`src/rtl/mask_point_streamer_if.sv`:
```
// Pixel-in / point-out bundle for mask_point_streamer.
// master = the streamer itself, slave = the pixel source / point consumer side.
interface mask_point_streamer_if #(
    parameter int PIX_W = 8
);
    logic [PIX_W-1:0] pixel_in;
    logic             pixel_valid_in;
    logic             sof_in;
    logic             pixel_ready_out;
    logic [10:0]      x_out;
    logic [9:0]       y_out;
    logic             valid_out;
    logic             tabulate_out;
    logic [20:0]      point_count_out;
    logic             sync_err_out;

    modport master (
        input  pixel_in, pixel_valid_in, sof_in,
        output pixel_ready_out, x_out, y_out, valid_out,
               tabulate_out, point_count_out, sync_err_out
    );

    modport slave (
        output pixel_in, pixel_valid_in, sof_in,
        input  pixel_ready_out, x_out, y_out, valid_out,
               tabulate_out, point_count_out, sync_err_out
    );
endinterface

```
`src/rtl/mask_point_streamer.sv`:
```
// Raster scanner that emits (x,y) for every pixel brighter than threshold_in and
// pulses tabulate once per completed frame. Define ROI_EN to add a rectangular window.
//
// state  | meaning
// IDLE   | waiting for an accepted sof pixel; other pixels are dropped
// ACTIVE | inside a frame, counting coordinates
// FLUSH  | one cycle after the last pixel; publishes the frame hit count
module mask_point_streamer #(
    parameter int H_ACTIVE = 1280,
    parameter int V_ACTIVE = 720,
    parameter int PIX_W    = 8
) (
    input  logic                  clk_in,
    input  logic                  rst_in,
    mask_point_streamer_if.master pts,
    input  logic [PIX_W-1:0]      threshold_in
`ifdef ROI_EN
    ,
    input  logic [10:0]           roi_x0_in,
    input  logic [10:0]           roi_x1_in,
    input  logic [9:0]            roi_y0_in,
    input  logic [9:0]            roi_y1_in
`endif
);
    localparam logic [10:0] X_LAST = 11'(H_ACTIVE - 1);
    localparam logic [9:0]  Y_LAST = 10'(V_ACTIVE - 1);

    typedef enum logic [1:0] {IDLE, ACTIVE, FLUSH} state_t;

    state_t      state, state_nxt;
    logic [10:0] x_cnt, px_x;
    logic [9:0]  y_cnt, px_y;
    logic [20:0] hit_cnt;
    logic        accept, start, take, in_roi, hit, at_eol, last;

    assign pts.pixel_ready_out = (state != FLUSH);

    always_comb begin
        state_nxt = state;
        accept    = pts.pixel_valid_in & pts.pixel_ready_out;
        start     = accept & pts.sof_in;
        take      = accept & ((state == ACTIVE) | pts.sof_in);
        px_x      = pts.sof_in ? 11'd0 : x_cnt;
        px_y      = pts.sof_in ? 10'd0 : y_cnt;
`ifdef ROI_EN
        in_roi    = (px_x >= roi_x0_in) && (px_x <= roi_x1_in) &&
                    (px_y >= roi_y0_in) && (px_y <= roi_y1_in);
`else
        in_roi    = 1'b1;
`endif
        hit       = take & (pts.pixel_in > threshold_in) & in_roi;
        at_eol    = (px_x == X_LAST);
        last      = at_eol & (px_y == Y_LAST);
        case (state)
            IDLE:    if (start) state_nxt = ACTIVE;
            ACTIVE:  if (take && last) state_nxt = FLUSH;
            FLUSH:   state_nxt = IDLE;
            default: state_nxt = IDLE;
        endcase
    end

    always_ff @(posedge clk_in or posedge rst_in) begin
        if (rst_in) begin
            state                <= IDLE;
            x_cnt                <= '0;
            y_cnt                <= '0;
            hit_cnt              <= '0;
            pts.x_out            <= '0;
            pts.y_out            <= '0;
            pts.valid_out        <= 1'b0;
            pts.tabulate_out     <= 1'b0;
            pts.point_count_out  <= '0;
            pts.sync_err_out     <= 1'b0;
        end else begin
            state            <= state_nxt;
            pts.valid_out    <= hit;
            pts.tabulate_out <= (state == FLUSH);
            pts.sync_err_out <= (state == ACTIVE) & start;

            if (take) begin
                if (last) begin
                    x_cnt <= '0;
                    y_cnt <= '0;
                end else if (at_eol) begin
                    x_cnt <= '0;
                    y_cnt <= px_y + 10'd1;
                end else begin
                    x_cnt <= px_x + 11'd1;
                    y_cnt <= px_y;
                end
            end

            // a restart discards the partial count of an aborted frame
            if (start)
                hit_cnt <= {20'd0, hit};
            else if (hit && (hit_cnt != '1))
                hit_cnt <= hit_cnt + 21'd1;

            if (hit) begin
                pts.x_out <= px_x;
                pts.y_out <= px_y;
            end

            if (state == FLUSH)
                pts.point_count_out <= hit_cnt;
        end
    end
endmodule

```
`src/flat_wrapper.sv`:
```
// flat-port wrapper written by rule: the top's interface ports become plain ports
module mask_point_streamer_flat 
#(
    parameter int H_ACTIVE = 1280,
    parameter int V_ACTIVE = 720,
    parameter int PIX_W    = 8
)
  (clk_in, rst_in, threshold_in, pts_pixel_in, pts_pixel_valid_in, pts_sof_in, pts_pixel_ready_out, pts_x_out, pts_y_out, pts_valid_out, pts_tabulate_out, pts_point_count_out, pts_sync_err_out);
  mask_point_streamer_if #(.PIX_W(PIX_W)) pts_i ();
  input  logic clk_in;
  input  logic rst_in;
  input  logic [PIX_W-1:0] threshold_in;
  input wire logic [$bits(pts_i.pixel_in)-1:0] pts_pixel_in;
  input wire logic [$bits(pts_i.pixel_valid_in)-1:0] pts_pixel_valid_in;
  input wire logic [$bits(pts_i.sof_in)-1:0] pts_sof_in;
  output wire logic [$bits(pts_i.pixel_ready_out)-1:0] pts_pixel_ready_out;
  output wire logic [$bits(pts_i.x_out)-1:0] pts_x_out;
  output wire logic [$bits(pts_i.y_out)-1:0] pts_y_out;
  output wire logic [$bits(pts_i.valid_out)-1:0] pts_valid_out;
  output wire logic [$bits(pts_i.tabulate_out)-1:0] pts_tabulate_out;
  output wire logic [$bits(pts_i.point_count_out)-1:0] pts_point_count_out;
  output wire logic [$bits(pts_i.sync_err_out)-1:0] pts_sync_err_out;
  assign pts_i.pixel_in = pts_pixel_in;
  assign pts_i.pixel_valid_in = pts_pixel_valid_in;
  assign pts_i.sof_in = pts_sof_in;
  assign pts_pixel_ready_out = pts_i.pixel_ready_out;
  assign pts_x_out = pts_i.x_out;
  assign pts_y_out = pts_i.y_out;
  assign pts_valid_out = pts_i.valid_out;
  assign pts_tabulate_out = pts_i.tabulate_out;
  assign pts_point_count_out = pts_i.point_count_out;
  assign pts_sync_err_out = pts_i.sync_err_out;
  mask_point_streamer #(.H_ACTIVE(H_ACTIVE), .V_ACTIVE(V_ACTIVE), .PIX_W(PIX_W)) u_core (.clk_in(clk_in), .rst_in(rst_in), .pts(pts_i), .threshold_in(threshold_in));
endmodule
```
`config.mk`:
```
export PLATFORM = sky130hd
export DESIGN_NAME = mask_point_streamer_flat
export DESIGN_NICKNAME = d
export VERILOG_FILES = /design/src/rtl/mask_point_streamer_if.sv /design/src/rtl/mask_point_streamer.sv /design/src/flat_wrapper.sv
export SDC_FILE = /design/constraint.sdc
export NUM_CORES = 1
export LEC_CHECK = 0
export BUFFER_PORTS_ARGS = -buffer_cell sky130_fd_sc_hd__buf_4
export CAP_MARGIN = 20
export CORE_MARGIN = 5
export CORE_UTILIZATION = 30
export CTS_CLUSTER_DIAMETER = 100
export DETAILED_ROUTE_END_ITERATION = 8
export GPL_TIMING_DRIVEN = 0
export PLACE_DENSITY = 0.5
export SLEW_MARGIN = 15
export SYNTH_ARGS = -nofsm -noshare
export SYNTH_HDL_FRONTEND = slang
export SYNTH_SLANG_ARGS = --single-unit
```
`constraint.sdc`:
```
create_clock -name clk_in -period 3.15 [get_ports clk_in]
set_input_delay 0.315 -clock clk_in [delete_from_list [all_inputs] [get_ports clk_in]]
set_output_delay 0.315 -clock clk_in [all_outputs]
set_load 0.05 [all_outputs]
```
* Yosys cells after proc, flatten, opt, wreduce, memory -nomap -nowiden
Cells that the tools add are included.
** Storage, ports and cells
- Input port bits :: 20
- Bits in registers :: 89
** Cells by class
- $add $sub $neg :: 3
- Reductions and logical operators :: 5
- Muxes and demuxes :: 11
- Eq/ne operators :: 8
- Bitwise gates (word level) :: 7
- Magnitude comparators :: 1
** Operators by type and width (count)
- $mux 21 :: 2
- $mux 11 :: 3
- $mux 10 :: 3
- $add 21x1->21 const B :: 1
- $ne 21x21->1 const B :: 1
- $add 11x1->11 const B :: 1
- $eq 11x11->1 const B :: 1
- $add 10x1->10 const B :: 1
- $eq 10x10->1 const B :: 1
- $gt 8x8->1 :: 1
- $and 1x1->1 :: 6
- $mux 2 :: 2
- $ne 2x1->1 const B :: 2
- $pmux 2 s2 :: 1
- $eq 2x1->1 const B :: 1
- $eq 2x2->1 const B :: 1
- $logic_and 1x1->1 :: 2
- $logic_not 2->1 :: 1
- $ne 2x2->1 const B :: 1
- $reduce_and 2->1 :: 1
- $reduce_bool 2->1 :: 1
- $or 1x1->1 :: 1

* Logic depth before layout (Yosys ltp)
Gate-level depths: netlist (run 1).
- Word-level depth :: 7
- Gate-level depth with buffers :: 10

* Worst setup path before layout (run 1)
Ideal clock, no wire load.
- Path kind :: input to register
- Start point :: input pts_sof_in
- End point :: register u_core.y_cnt[9]
- Data arrival time :: 2.033 ns
- Path buffers :: 2
- Stages :: 9
- Required time :: 3.081 ns
- Setup slack :: 1.048 ns
- Cells stage by stage :: clkbuf_1 > nor2b_1 > ha_1 > and3_1 > and4_1 > buf_2 > nand4_2 > or4_1 > nand3_1
** On the way
- Cells in the longest elaborated chain, start to end :: 4
** RTL lines
- start: declaration :: RTL line flat_wrapper.sv:15 : input wire logic [$bits(pts_i.sof_in)-1:0] pts_sof_in;
- $mux 11 * :: RTL line mask_point_streamer.sv:43 : px_x = pts.sof_in ? 11'd0 : x_cnt;
- named net u_core.px_x[0] :: RTL line mask_point_streamer.sv:31 : logic [10:0] x_cnt, px_x;
- $eq 11x11->1 * :: RTL line mask_point_streamer.sv:52 : at_eol = (px_x == X_LAST);
- $mux 10 / $and 1x1->1 (equally long branches) :: RTL line mask_point_streamer.sv:84, mask_point_streamer.sv:53
- $mux 10 * :: RTL line mask_point_streamer.sv:81 : if (last) begin
- end signal: assignment :: RTL line mask_point_streamer.sv:86 : y_cnt <= px_y + 10'd1;
- end signal: assignment :: RTL line mask_point_streamer.sv:89 : y_cnt <= px_y;
- end: declaration :: RTL line mask_point_streamer.sv:32 : logic [9:0] y_cnt, px_y;
Mark *: on every way through the listed nets, which the timed path passes. The rest lies on a longest branch.
A chain may end at the register's enable or synchronous reset.

* Final worst setup path (run 1)
- Start point :: register u_core.state[0]
- End point :: output pts_pixel_ready_out
** On the way
- Cells in the longest elaborated chain, start to end :: 1
** RTL lines
- start: declaration :: RTL line mask_point_streamer.sv:30 : state_t state, state_nxt;
- start signal: assignment :: RTL line mask_point_streamer.sv:75 : state <= state_nxt;
- $ne 2x2->1 :: RTL line mask_point_streamer.sv:36 : assign pts.pixel_ready_out = (state != FLUSH);
- end: declaration :: RTL line flat_wrapper.sv:16 : output wire logic [$bits(pts_i.pixel_ready_out)-1:0] pts_pixel_ready_out;
Every way passes these cells.

==> results of run 1 <==
[layout make-up]
cell class	instances	area, µm²
plain buffers	31	145
clock buffers	14	264
clock inverters	2	60.1
fillers	1615	9490
inverters	21	81.3
multi-input cells	380	2260
flip-flops and latches	89	2230
well taps	211	264
repair buffers	67	526
[synth_stat cells (all sizes together), types with 3 or more instances]
cell type	n	area, µm²
a311oi	3	26.3
and3	6	37.5
a21o	3	22.5
nor2b	8	50.1
nand4	19	146
o311ai	3	26.3
o21ai	53	265
nand2	106	405
nor3	12	65.1
mux2	6	67.6
o211ai	3	22.5
or4	5	37.5
and3b	3	26.3
nand3	19	108
inv	21	78.8
nor4	7	43.8
o31ai	12	90.1
and2	4	26.3
and4	5	43.8
dfrtp	89	2230
clkbuf	19	71.3
a31oi	8	50.1
nand2b	27	169
a21oi	13	65.1
nor2	15	58.8
mux2i	15	150
buf	12	73.8
ha	11	138
[power by group]
group,switching (mW),internal (mW),total (mW)
Combinational,0.250,0.117,0.367
Clock,0.438,0.740,1.18
Sequential,0.0336,1.18,1.21
Total,0.721,2.03,2.76
[repair_timing]
action,4_1_cts,5_1_grt
endpoints found under the hold margin,30,0
hold buffers,1,0
buffers inserted,0,0
[flip-flops by register name, indices dropped and copies added (netlist names)]
signal	flops
u_core.pts.x_out	11
u_core.pts.valid_out	1
u_core.pts.y_out	10
u_core.hit_cnt	21
u_core.pts.sync_err_out	1
u_core.pts.point_count_out	21
u_core.y_cnt	10
u_core.pts.tabulate_out	1
u_core.x_cnt	11
u_core.state	2
[cells by family after synthesis]
logic type | count (synthesis)
XOR/XNOR | 1
adder cells (fa/ha/maj) | 11
AND/OR/NAND/NOR | 244
multiplexers | 21
AO/OA/AOI/OAI | 103
flip-flops | 89
buffers and inverters | 52
[worst min-delay path by stage]
| stage | endpoint | depth (start not counted) |
|---|---|---|
| floorplan | u_core.y_cnt[3]$_DFFE_PP0P_ | 1 |
| global placement | u_core.y_cnt[3]$_DFFE_PP0P_ | 1 |
| detailed placement | u_core.pts.y_out[1]$_DFFE_PP0P_ | 2 |
| CTS | u_core.state[0]$_DFFE_PP0P_ | 2 |
| global route | u_core.state[0]$_DFFE_PP0P_ | 2 |
| finish | u_core.state[0]$_DFFE_PP0P_ | 2 |
[through the flow]
stage / utilization / cell area, µm² / cells / power, mW
global route: 0.381 / 5830 / 815 / 2.89
detailed placement: 0.359 / 5500 / 798 / 1.60
floorplan: - / 4710 / 521 / 1.47
CTS: 0.381 / 5830 / 815 / 2.80
finish: 0.381 / 5830 / 815 / 2.76
global placement: 0.357 / 5470 / 797 / 1.59
[layer usage]
layer | track usage | part of all wire | up-vias
met1 | 0.197 | 0.45 | 2012
met5 | 0 | 0 | -
met2 | 0.243 | 0.48 | 118
li1 | - | - | 1994
met3 | 0.0423 | 0.053 | 20
met4 | 0.0409 | 0.014 | 0
[worst max-delay path, delay by kind of cell, from the launching register on]
kind	cells	cell delay [ps]
flops	1	380
simple gates	1	180
buf+inv	3	1100
==> key figures, run 1 <==
Detailed routing
  • Wirelength per Cell: 16.0 µm
  • Detailed-route via count: 4,144
  • WL final: 13.1 mm
  • 1st-pass router iterations: 5
  • DRT antenna net count: 0
  • DRC viols: 0
  • DR iter-0 viols: 365
  • Vias per cell: 5.08

Layout
  • Layout cells sized above 1: 0.164
  • Commonest cells after routing, fill and taps aside: nand2_1 (105), dfrtp_1 (89), buf_4 (67)
  • Commonest non-fill, non-tap cell in the layout: nand2_1
  • Number of diodes: 0
  • Nets@finish: 630
  • Synthesis-to-layout area growth: 23.7%

Critical path
  • CP Class: reg -> out
  • Worst Reg-to-Reg Cells: 8
  • CP Capture Point: pts_pixel_ready_out
  • Most used cell, CP: clkbuf_1
  • Critical Path RT: 2830 ps
  • Setup crit start: u_core.state[0]$_DFFE_PP0P_
  • R2R Setup Slk: 920 ps
  • Setup crit end kind: output port
  • Reg-to-Reg Start: u_core.x_cnt[0]$_DFFE_PP0P_
  • R2r endpoint: u_core.y_cnt[9]$_DFFE_PP0P_
  • Startpoint types: flop
  • Crit path arrival time: 2010 ps
  • Worst-path cell chain: nand2b_1 > clkbuf_1 > clkbuf_1 > buf_4
  • Max Fanout on Critical Path: 10
  • CP max stage delay: 430 ps
  • Slowest-stage cell, CP: clkbuf_1

Synth
  • Post-synthesis sequential area ratio: 0.473
  • Warnings from Yosys: 0
  • Adder-Cell Fraction of Synth Area: 0.0292
  • Mapped cell area: 4710 µm²
  • Net Count, Synth: 552
  • Post-synthesis cell type count: 53
  • Flops & latches, synth: 89
  • Post-synthesis mux area share: 0.0462
  • Synth Area in XOR/XNOR: 0.00186
  • Mapped Cells: 521
  • Post-synth ARST share: 1.00
  • Synthesized area per cell: 9.05 µm²
  • Top_reg_cell synth: dfrtp_1
  • Largest family of logic cells by synthesized area: simple AND/OR/NAND/NOR gates
  • Post-synthesis compound-gate area fraction: 0.130
  • Post-synth EDFFs: 0
  • Post-Synth Simple-Gate Area: 0.273

Pwr
  • Pwr per Cell Area: 473 nW/µm²
  • Leak: 2.78 nW
  • VDD IR-drop max: 0.356 mV

Die
  • Core area: 15,300 µm²
  • Die ar.: 18,300 µm²
  • I/O pin total: 66
  • Initial Util: 0.308
  • FP Rows: 45
  • Die Y: 135 µm
  • Chip Width: 135 µm

STA
  • Max Clock Freq: 430 MHz
  • Period Utilization, post-route: 0.738
  • Period minus WS final: 2320 ps
  • Slew HR: 0.601
  • Worst slew pin tran: 593 ps
  • Final setup viols: 0
  • Pins over their slew limit: 0
  • Post-route setup TNS: 0 ps
  • Clk_skew: 12.0 ps
  • PnR worst setup slack: 826 ps
  • RSZ-0062 raised after global routing: false
  • Fin. Hold Viols: 0
  • Hold Slack: 186 ps

Clock tree
  • Post-cts sizing count: 0
  • CTS tree: built
  • Worst skew pair latency: 350 ps
  • Worst-path clk slew: 50 ps
  • TritonCTS buffer count: 9
  • Clock Sinks: 89
  • Clock Path Buffers: 2
  • Root Driver: clkbuf_16
  • H-tree level count: 3

Place
  • Port Buf Inserts: 65
  • Gpl congestion: 0.830
  • Place WS: 558 ps
  • Post-DP HPWL: 9.29 mm

Global routing
  • Largest net degree at the start of global routing: 60
  • Grt total ovfl: 0
  • Initial antenna violation count: 0
  • Vias in the first global route: 4,157
  • GRT Overall Usage: 0.150
  • First-pass GRT wire length: 21.9 mm

Outcome
  • Outcome: complete, no violations

Min path
  • Hold Crit Start: pts_pixel_valid_in
  • Min-Delay Path Class: in -> reg

Flow run
  • Maxcap violations: 0
No activity file was read; power rests on OpenSTA's default activity.
==> inputs of run 2 (changes only) <==
Clock period 3.15 ns to 2.4 ns, I/O delays scaled along.
==> run 2 against run 1 <==
  * Cell area is essentially flat
  * Sequential power grew 31%
  * Clock skew shrank 7.3 ps
  * Largest cell class unchanged
  * Power grew 26%
  * Final cell count grew 0.12%
  * Global-route usage is essentially flat
  * Setup slack lost 600 ps
  * Hold slack lost 78 ps
  * Sequential share of layout area is essentially flat
  * Clock power grew 17%
==> key figures, run 2 (synthesis results as in run 1) <==
Place
  • Port Buf Inserts: 65 (unchanged)
  • Placed cells: 800 (+0.25%)
  • Gpl congestion: 0.857 (+3.3%)
  • Post-DP HPWL: 9.59 mm (+3.3%)
  • Placed Area: 5540 µm² (+0.75%)

Pwr
  • Leak: 2.78 nW (about the same)
  • Pwr per Cell Area: 594 nW/µm² (+26%)
  • VDD IR-drop max: 0.384 mV (+7.8%)

Critical path
  • Worst-path cell chain: nor2b_1 > ha_1 > and3_1 > and4_1 > buf_2 > nand4_2 > or4_1 > nand3_1
  • CP delay by family, top: simple AND/OR/NAND/NOR gates
  • Max Fanout on Critical Path: 6 (-4)
  • Critical Path RT: 2680 ps (-150 ps)
  • Slowest-stage cell, CP: or4_1
  • Crit path arrival time: 2460 ps (+450 ps)
  • Setup crit start: u_core.x_cnt[1]$_DFFE_PP0P_
  • Startpoint types: flop
  • CP max stage delay: 490 ps (+60 ps)
  • Worst Reg-to-Reg Cells: 8 (unchanged)
  • CP Class: reg -> reg
  • WP buf/inv: 1 (-2)
  • Reg-to-Reg Start: u_core.x_cnt[1]$_DFFE_PP0P_
  • Setup crit end kind: flop
  • Worst path depth: 8 (+4)

Layout
  • Biggest regs: u_core.hit_cnt (21), u_core.pts.point_count_out (21)
  • Commonest non-fill, non-tap cell in the layout: nand2_1
  • Commonest cells after routing, fill and taps aside: nand2_1 (105), dfrtp_1 (89), buf_4 (67)
  • Nets@finish: 632 (+0.32%)
  • Non-filler instance count after layout: 816 (+0.12%)
  • Final Cell Area: 5830 µm² (about the same)
  • Fill cells: 1,586 (-1.8%)
  • Number of diodes: 0 (unchanged)
  • Layout cells sized above 1: 0.170 (+0.00634)
  • Synthesis-to-layout area growth: 23.7% (about the same)

STA
  • Hold Slack: 109 ps (-77.5 ps)
  • Final setup viols: 0 (unchanged)
  • Slew HR: 0.557 (-0.0443)
  • RSZ-0062 raised after global routing: false
  • Clk_skew: 4.77 ps (-7.27 ps)
  • Worst slew pin tran: 659 ps (+65.9 ps)
  • Period Utilization, post-route: 0.907
  • Post-route setup TNS: 0 ps (unchanged)
  • Fin. Hold Viols: 0 (unchanged)
  • Period minus WS final: 2180 ps
  • Max Clock Freq: 459 MHz
  • Pins over their slew limit: 0 (unchanged)

Min path
  • Min-Delay Path Class: in -> reg
  • Hold Crit Start: pts_pixel_valid_in
  • Hold Crit Depth: 2 (unchanged)

Global routing
  • GRT Overall Usage: 0.151 (+0.000450)
  • Grt total ovfl: 0 (unchanged)
  • Initial antenna violation count: 0 (unchanged)
  • Largest net degree at the start of global routing: 27 (-55%)
  • First-pass GRT wire length: 21.9 mm (+0.19%)
  • Vias in the first global route: 4,222 (+1.6%)

Flow run
  • Maxcap violations: 0 (unchanged)

Clock tree
  • Worst-path clk slew: 60 ps (about the same)
  • Root Driver: clkbuf_16
  • Worst skew pair latency: 350 ps (about the same)
  • Postcts setup bufs: 0 (unchanged)
  • Clock Sinks: 89 (unchanged)
  • TritonCTS buffer count: 9 (unchanged)
  • H-tree level count: 3 (unchanged)
  • CTS tree: built
  • Clock Path Buffers: 2 (unchanged)

Detailed routing
  • 1st-pass router iterations: 5 (unchanged)
  • DRT antenna net count: 0 (unchanged)
  • Detailed-route via count: 4,170 (+0.63%)
  • WL final: 13.3 mm (+1.5%)
  • Wirelength per Cell: 16.3 µm (+1.4%)
  • Vias per cell: 5.11 (+0.50%)
  • DRC viols: 0 (unchanged)
  • DR iter-0 viols: 368 (+0.82%)

Die
  • I/O pin total: 66 (unchanged)
  • Die Y: 135 µm (unchanged)
  • Die ar.: 18,300 µm² (unchanged)
  • Chip Width: 135 µm (unchanged)
  • Initial Util: 0.308 (unchanged)
  • FP Rows: 45 (unchanged)
  • Core area: 15,300 µm² (unchanged)

Outcome
  • Outcome: complete, no violations
[run 2: report_power, final]
group	total (mW)	switching [mW]	internal (mW)
sequential	1.59	0.0425	1.55
combinational	0.490	0.329	0.160
clock	1.38	0.588	0.797
[run 2: worst reg2reg max path: stages, from the launching register on]
cell,delay (ps)
dfrtp_1,380
nor2b_1,200
ha_1,240
and3_1,230
and4_1,190
buf_2,160
nand4_2,140
or4_1,490
nand3_1,90
[run 2: layout make-up]
cell class	instances	area (µm²)	share of cell area
Inverter	21	82.6	0.0142
Multi-Input combinational cell	380	2260	0.388
Clock buffer	11	233	0.0399
Timing Repair Buffer	69	566	0.0970
Tap cell	211	264	0.0453
Sequential cell	89	2230	0.382
Clock inverter	4	45.0	0.00773
Buffer	31	149	0.0255
[run 2: worst paths after layout]
check	endpoint	slack [ps]
hold reg to reg	u_core.y_cnt[3]$_DFFE_PP0P_	450
hold / removal	u_core.state[0]$_DFFE_PP0P_	110
setup reg to reg	u_core.y_cnt[9]$_DFFE_PP0P_	220
min in group asynchronous	u_core.pts.y_out[0]$_DFFE_PP0P_	480
setup / recovery	u_core.y_cnt[9]$_DFFE_PP0P_	220
max in group asynchronous	u_core.pts.point_count_out[15]$_DFFE_PP0P_	1240
[run 2: stage by stage]
| step | util | power [mW] | worst slack [ps] |
|---|---|---|---|
| finish | 0.381 | 3.46 | 223 |
| global route | 0.381 | 3.64 | 40.4 |
| CTS | 0.380 | 3.51 | 83.6 |
| detailed placement | 0.362 | 2.11 | -179 |
| global placement | 0.357 | 2.09 | -124 |
| floorplan | - | 1.92 | 373 |
[run 2: timing repair]
action | in CTS | in global routing
endpoints found under the setup margin | 0 | 3
gates resized for setup | 0 | 4
hold buffers | 1 | 0
endpoints found under the hold margin | 17 | 0
[run 2: layer usage]
layer | GRT usage | routed length [µm]
met5 | 0 | 0
met4 | 0.0459 | 160
met1 | 0.196 | 6100
met3 | 0.0357 | 504
met2 | 0.248 | 6510
==> inputs of run 3 (changes only) <==
Settings changed: ABC_AREA from default to 1, CORE_UTILIZATION 30 to 45, PLACE_DENSITY 0.5 to 0.68.
==> run 3 against run 2 <==
  * Non-clock buffer count down 13
  * Final cell count rose by 2.8%
  * Sequential power hardly changed
  * Utilization up 17 points
  * Largest power group unchanged
==> key figures, run 3 <==
Clock tree
  • Worst-path clk slew: 90 ps (+30 ps)
  • Root Driver: clkbuf_8
  • Clock Path Buffers: 2 (unchanged)
  • Clock Sinks: 89 (unchanged)
  • Postcts setup bufs: 0 (unchanged)
  • H-tree level count: 3 (unchanged)
  • TritonCTS buffer count: 9 (unchanged)
  • Worst skew pair latency: 370 ps (+20 ps)
  • CTS tree: built
  • Post-cts sizing count: 0 (unchanged)
  • Post-CTS Hold Buffers: 1 (unchanged)

Die
  • Die ar.: 12,800 µm² (-30%)
  • I/O pin total: 66 (unchanged)
  • Die Y: 113 µm (-16%)
  • Chip Width: 113 µm (-16%)
  • Initial Util: 0.462 (+0.155)
  • Core area: 10,400 µm² (-32%)
  • FP Rows: 37 (-18%)

Layout
  • Biggest regs: u_core.hit_cnt (21), u_core.pts.point_count_out (21)
  • Commonest cells after routing, fill and taps aside: nand2_1 (199), dfrtp_1 (89), inv_1 (68)
  • Synthesis-to-layout area growth: 19.2%
  • Final Cell Area: 5720 µm² (-2.0%)
  • Fill cells: 1,014 (-36%)
  • Commonest non-fill, non-tap cell in the layout: nand2_1
  • Nets@finish: 730 (+16%)
  • Number of diodes: 0 (unchanged)
  • Post-layout util: 0.551 (+0.170)
  • Layout cells sized above 1: 0.179 (+0.00898)
  • Non-filler instance count after layout: 839 (+2.8%)

STA
  • Slew HR: 0.559 (+0.00249)
  • Post-route setup TNS: 0 ps (unchanged)
  • Max Clock Freq: 507 MHz (+10%)
  • Clk_skew: 7.16 ps (+2.39 ps)
  • PnR worst setup slack: 427 ps (+203 ps)
  • RSZ-0062 raised after global routing: false
  • Pins over their slew limit: 0 (unchanged)
  • Period minus WS final: 1970 ps (-203 ps)
  • Period Utilization, post-route: 0.822 (-0.0847)
  • Fin. Hold Viols: 0 (unchanged)
  • Worst slew pin tran: 659 ps (+0.943 ps)
  • Final setup viols: 0 (unchanged)

Critical path
  • Setup crit end kind: flop
  • R2r endpoint: u_core.y_cnt[3]$_DFFE_PP0P_
  • Crit path arrival time: 2230 ps (-230 ps)
  • Worst-path cell chain: inv_1 > nor2_1 > ha_1 > nand3_1 > nor2_4 > nand3_2 > buf_2 > o21ai_1 > nand2_1 > nand2_1 > o21ai_1
  • Startpoint types: flop
  • R2R Setup Slk: 430 ps (+200 ps)
  • CP Class: reg -> reg
  • CP max stage delay: 350 ps (-140 ps)
  • Max Fanout on Critical Path: 10 (+4)
  • Reg-to-Reg Start: u_core.x_cnt[0]$_DFFE_PP0P_
  • Slowest-stage cell, CP: dfrtp_1
  • Worst Reg-to-Reg Cells: 11 (+3)
  • Critical Path RT: 2650 ps (-30 ps)

Place
  • Place WS: 162 ps (+341 ps)
  • Placed Area: 5500 µm² (-0.72%)
  • Placed cells: 823 (+2.9%)
  • Port Buf Inserts: 65 (unchanged)
  • Post-DP HPWL: 8.63 mm (-10%)
  • Gpl congestion: 0.851 (-0.68%)

Synth
  • Flops & latches, synth: 89 (unchanged)
  • Post-synthesis sequential area ratio: 0.465 (-0.00802)
  • Synth area leader: dfrtp_1
  • Largest cells by area after synthesis: dfrtp_1 (46%), nand2_1 (16%), inv_1 (5.4%)
  • Mapped Cells: 620 (+19%)
  • Post-synth ARST share: 1.00 (unchanged)
  • Net Count, Synth: 651 (+18%)
  • Warnings from Yosys: 0 (unchanged)
  • Mapped cell area: 4790 µm² (+1.7%)
  • Top cell type's share of synthesized area: 0.465 (-0.00802)
  • Top_reg_cell synth: dfrtp_1
  • Post-synthesis cell type count: 35 (-34%)
  • Synthesized area per cell: 7.73 µm² (-15%)
  • Top-count cell post-synth: nand2_1
  • Commonest cells in the netlist: nand2_1 (199), dfrtp_1 (89), inv_1 (69), nor2_1 (58), nand3_1 (49)
  • Post-synth EDFFs: 0 (unchanged)

Detailed routing
  • DRT antenna net count: 0 (unchanged)
  • DRC viols: 0 (unchanged)
  • 1st-pass router iterations: 4 (-1)
  • Vias per cell: 5.06 (-1.1%)
  • Detailed-route via count: 4,242 (+1.7%)
  • DR iter-0 viols: 240 (-35%)
  • Wirelength per Cell: 13.8 µm (-15%)
  • WL final: 11.6 mm (-13%)

Min path
  • WHS Endpoint: u_core.pts.sync_err_out$_DFF_PP0_
  • Min-Delay Path Class: in -> reg
  • Hold Crit Start: pts_pixel_valid_in
  • Hold Crit Depth: 3 (+1)

Flow run
  • Maxcap violations: 0 (unchanged)

Pwr
  • Leak: 2.80 nW (+0.87%)
  • VDD IR-drop max: 0.259 mV (-33%)
  • Pwr per Cell Area: 556 nW/µm² (-6.3%)

Global routing
  • GRT Overall Usage: 0.192 (+0.0417)
  • Grt total ovfl: 0 (unchanged)
  • First-pass GRT wire length: 20.3 mm (-7.4%)
  • Vias in the first global route: 4,322 (+2.4%)
  • Largest net degree at the start of global routing: 33 (+22%)
  • Initial antenna violation count: 0 (unchanged)

Outcome
  • Outcome: complete, no violations
run 3: cell count changes after synthesis, sizes merged, moves of 14 or more:
cell,delta
nand2,+98
nand2b,-27
mux2i,-15
clkbuf,-14
inv,+51
nand3,+34
nor2,+49
run 3: report_power, final:
part           leakage [nW]  switching, mW  internal (mW)
registers              1.23         0.0368           1.54
logic                  1.47          0.308          0.150
clock network         0.102          0.559          0.582
run 3: stage by stage:
step / power [mW] / hold slack [ps]
after floorplan: 1.92 / 430
after global placement: 2.06 / 450
after detailed placement: 2.07 / 372
after CTS: 3.21 / 201
after global routing: 3.34 / 217
final: 3.18 / 206
run 3: logic make-up (layout without fill, tap and decap cells):
family,count (synthesis),count (layout),synth area share
xor+xnor,16,16,0.0292
simple gates,336,336,0.302
compound gates,76,76,0.0898
buf+inv,92,175,0.0859
fa+ha+maj,11,11,0.0287
flops,89,89,0.465
run 3: worst max path at each step:
stage	cells past startpoint	end	slack, ps	from
6_report	11	u_core.y_cnt[3]$_DFFE_PP0P_	430	u_core.x_cnt[0]$_DFFE_PP0P_
3_5_place_dp	13	u_core.y_cnt[1]$_DFFE_PP0P_	160	pts_sof_in
5_1_grt	11	u_core.y_cnt[4]$_DFFE_PP0P_	220	u_core.x_cnt[0]$_DFFE_PP0P_
2_1_floorplan	12	u_core.y_cnt[1]$_DFFE_PP0P_	730	pts_sof_in
4_1_cts	11	u_core.y_cnt[3]$_DFFE_PP0P_	430	u_core.x_cnt[0]$_DFFE_PP0P_
3_3_place_gp	13	u_core.y_cnt[1]$_DFFE_PP0P_	210	pts_sof_in
run 3: worst max-delay path: cells and delay by family (launching register included):
family          cells  cell delay [ps]
simple gates        6              770
flops               1              350
buf+inv             2              300
fa+ha+maj           1              230
compound gates      2              200
run 3: final cells by class:
type                            count  area [µm²]  area share
Buffer                             19         134      0.0234
Timing Repair Buffer               68         538      0.0941
Inverter                           73         282      0.0493
Multi-Input combinational cell    439        2160       0.377
Sequential cell                    89        2230       0.390
Clock buffer                       10         128      0.0223
Tap cell                          136         170      0.0298
Clock inverter                      5        81.3      0.0142
run 3: routing by layer:
layer,share of wire,global-route usage,vias to the layer above
met5,0,0,-
met4,0.017,0.0577,0
met3,0.053,0.0406,21
met2,0.51,0.335,112
met1,0.42,0.240,1989
li1,-,-,2120
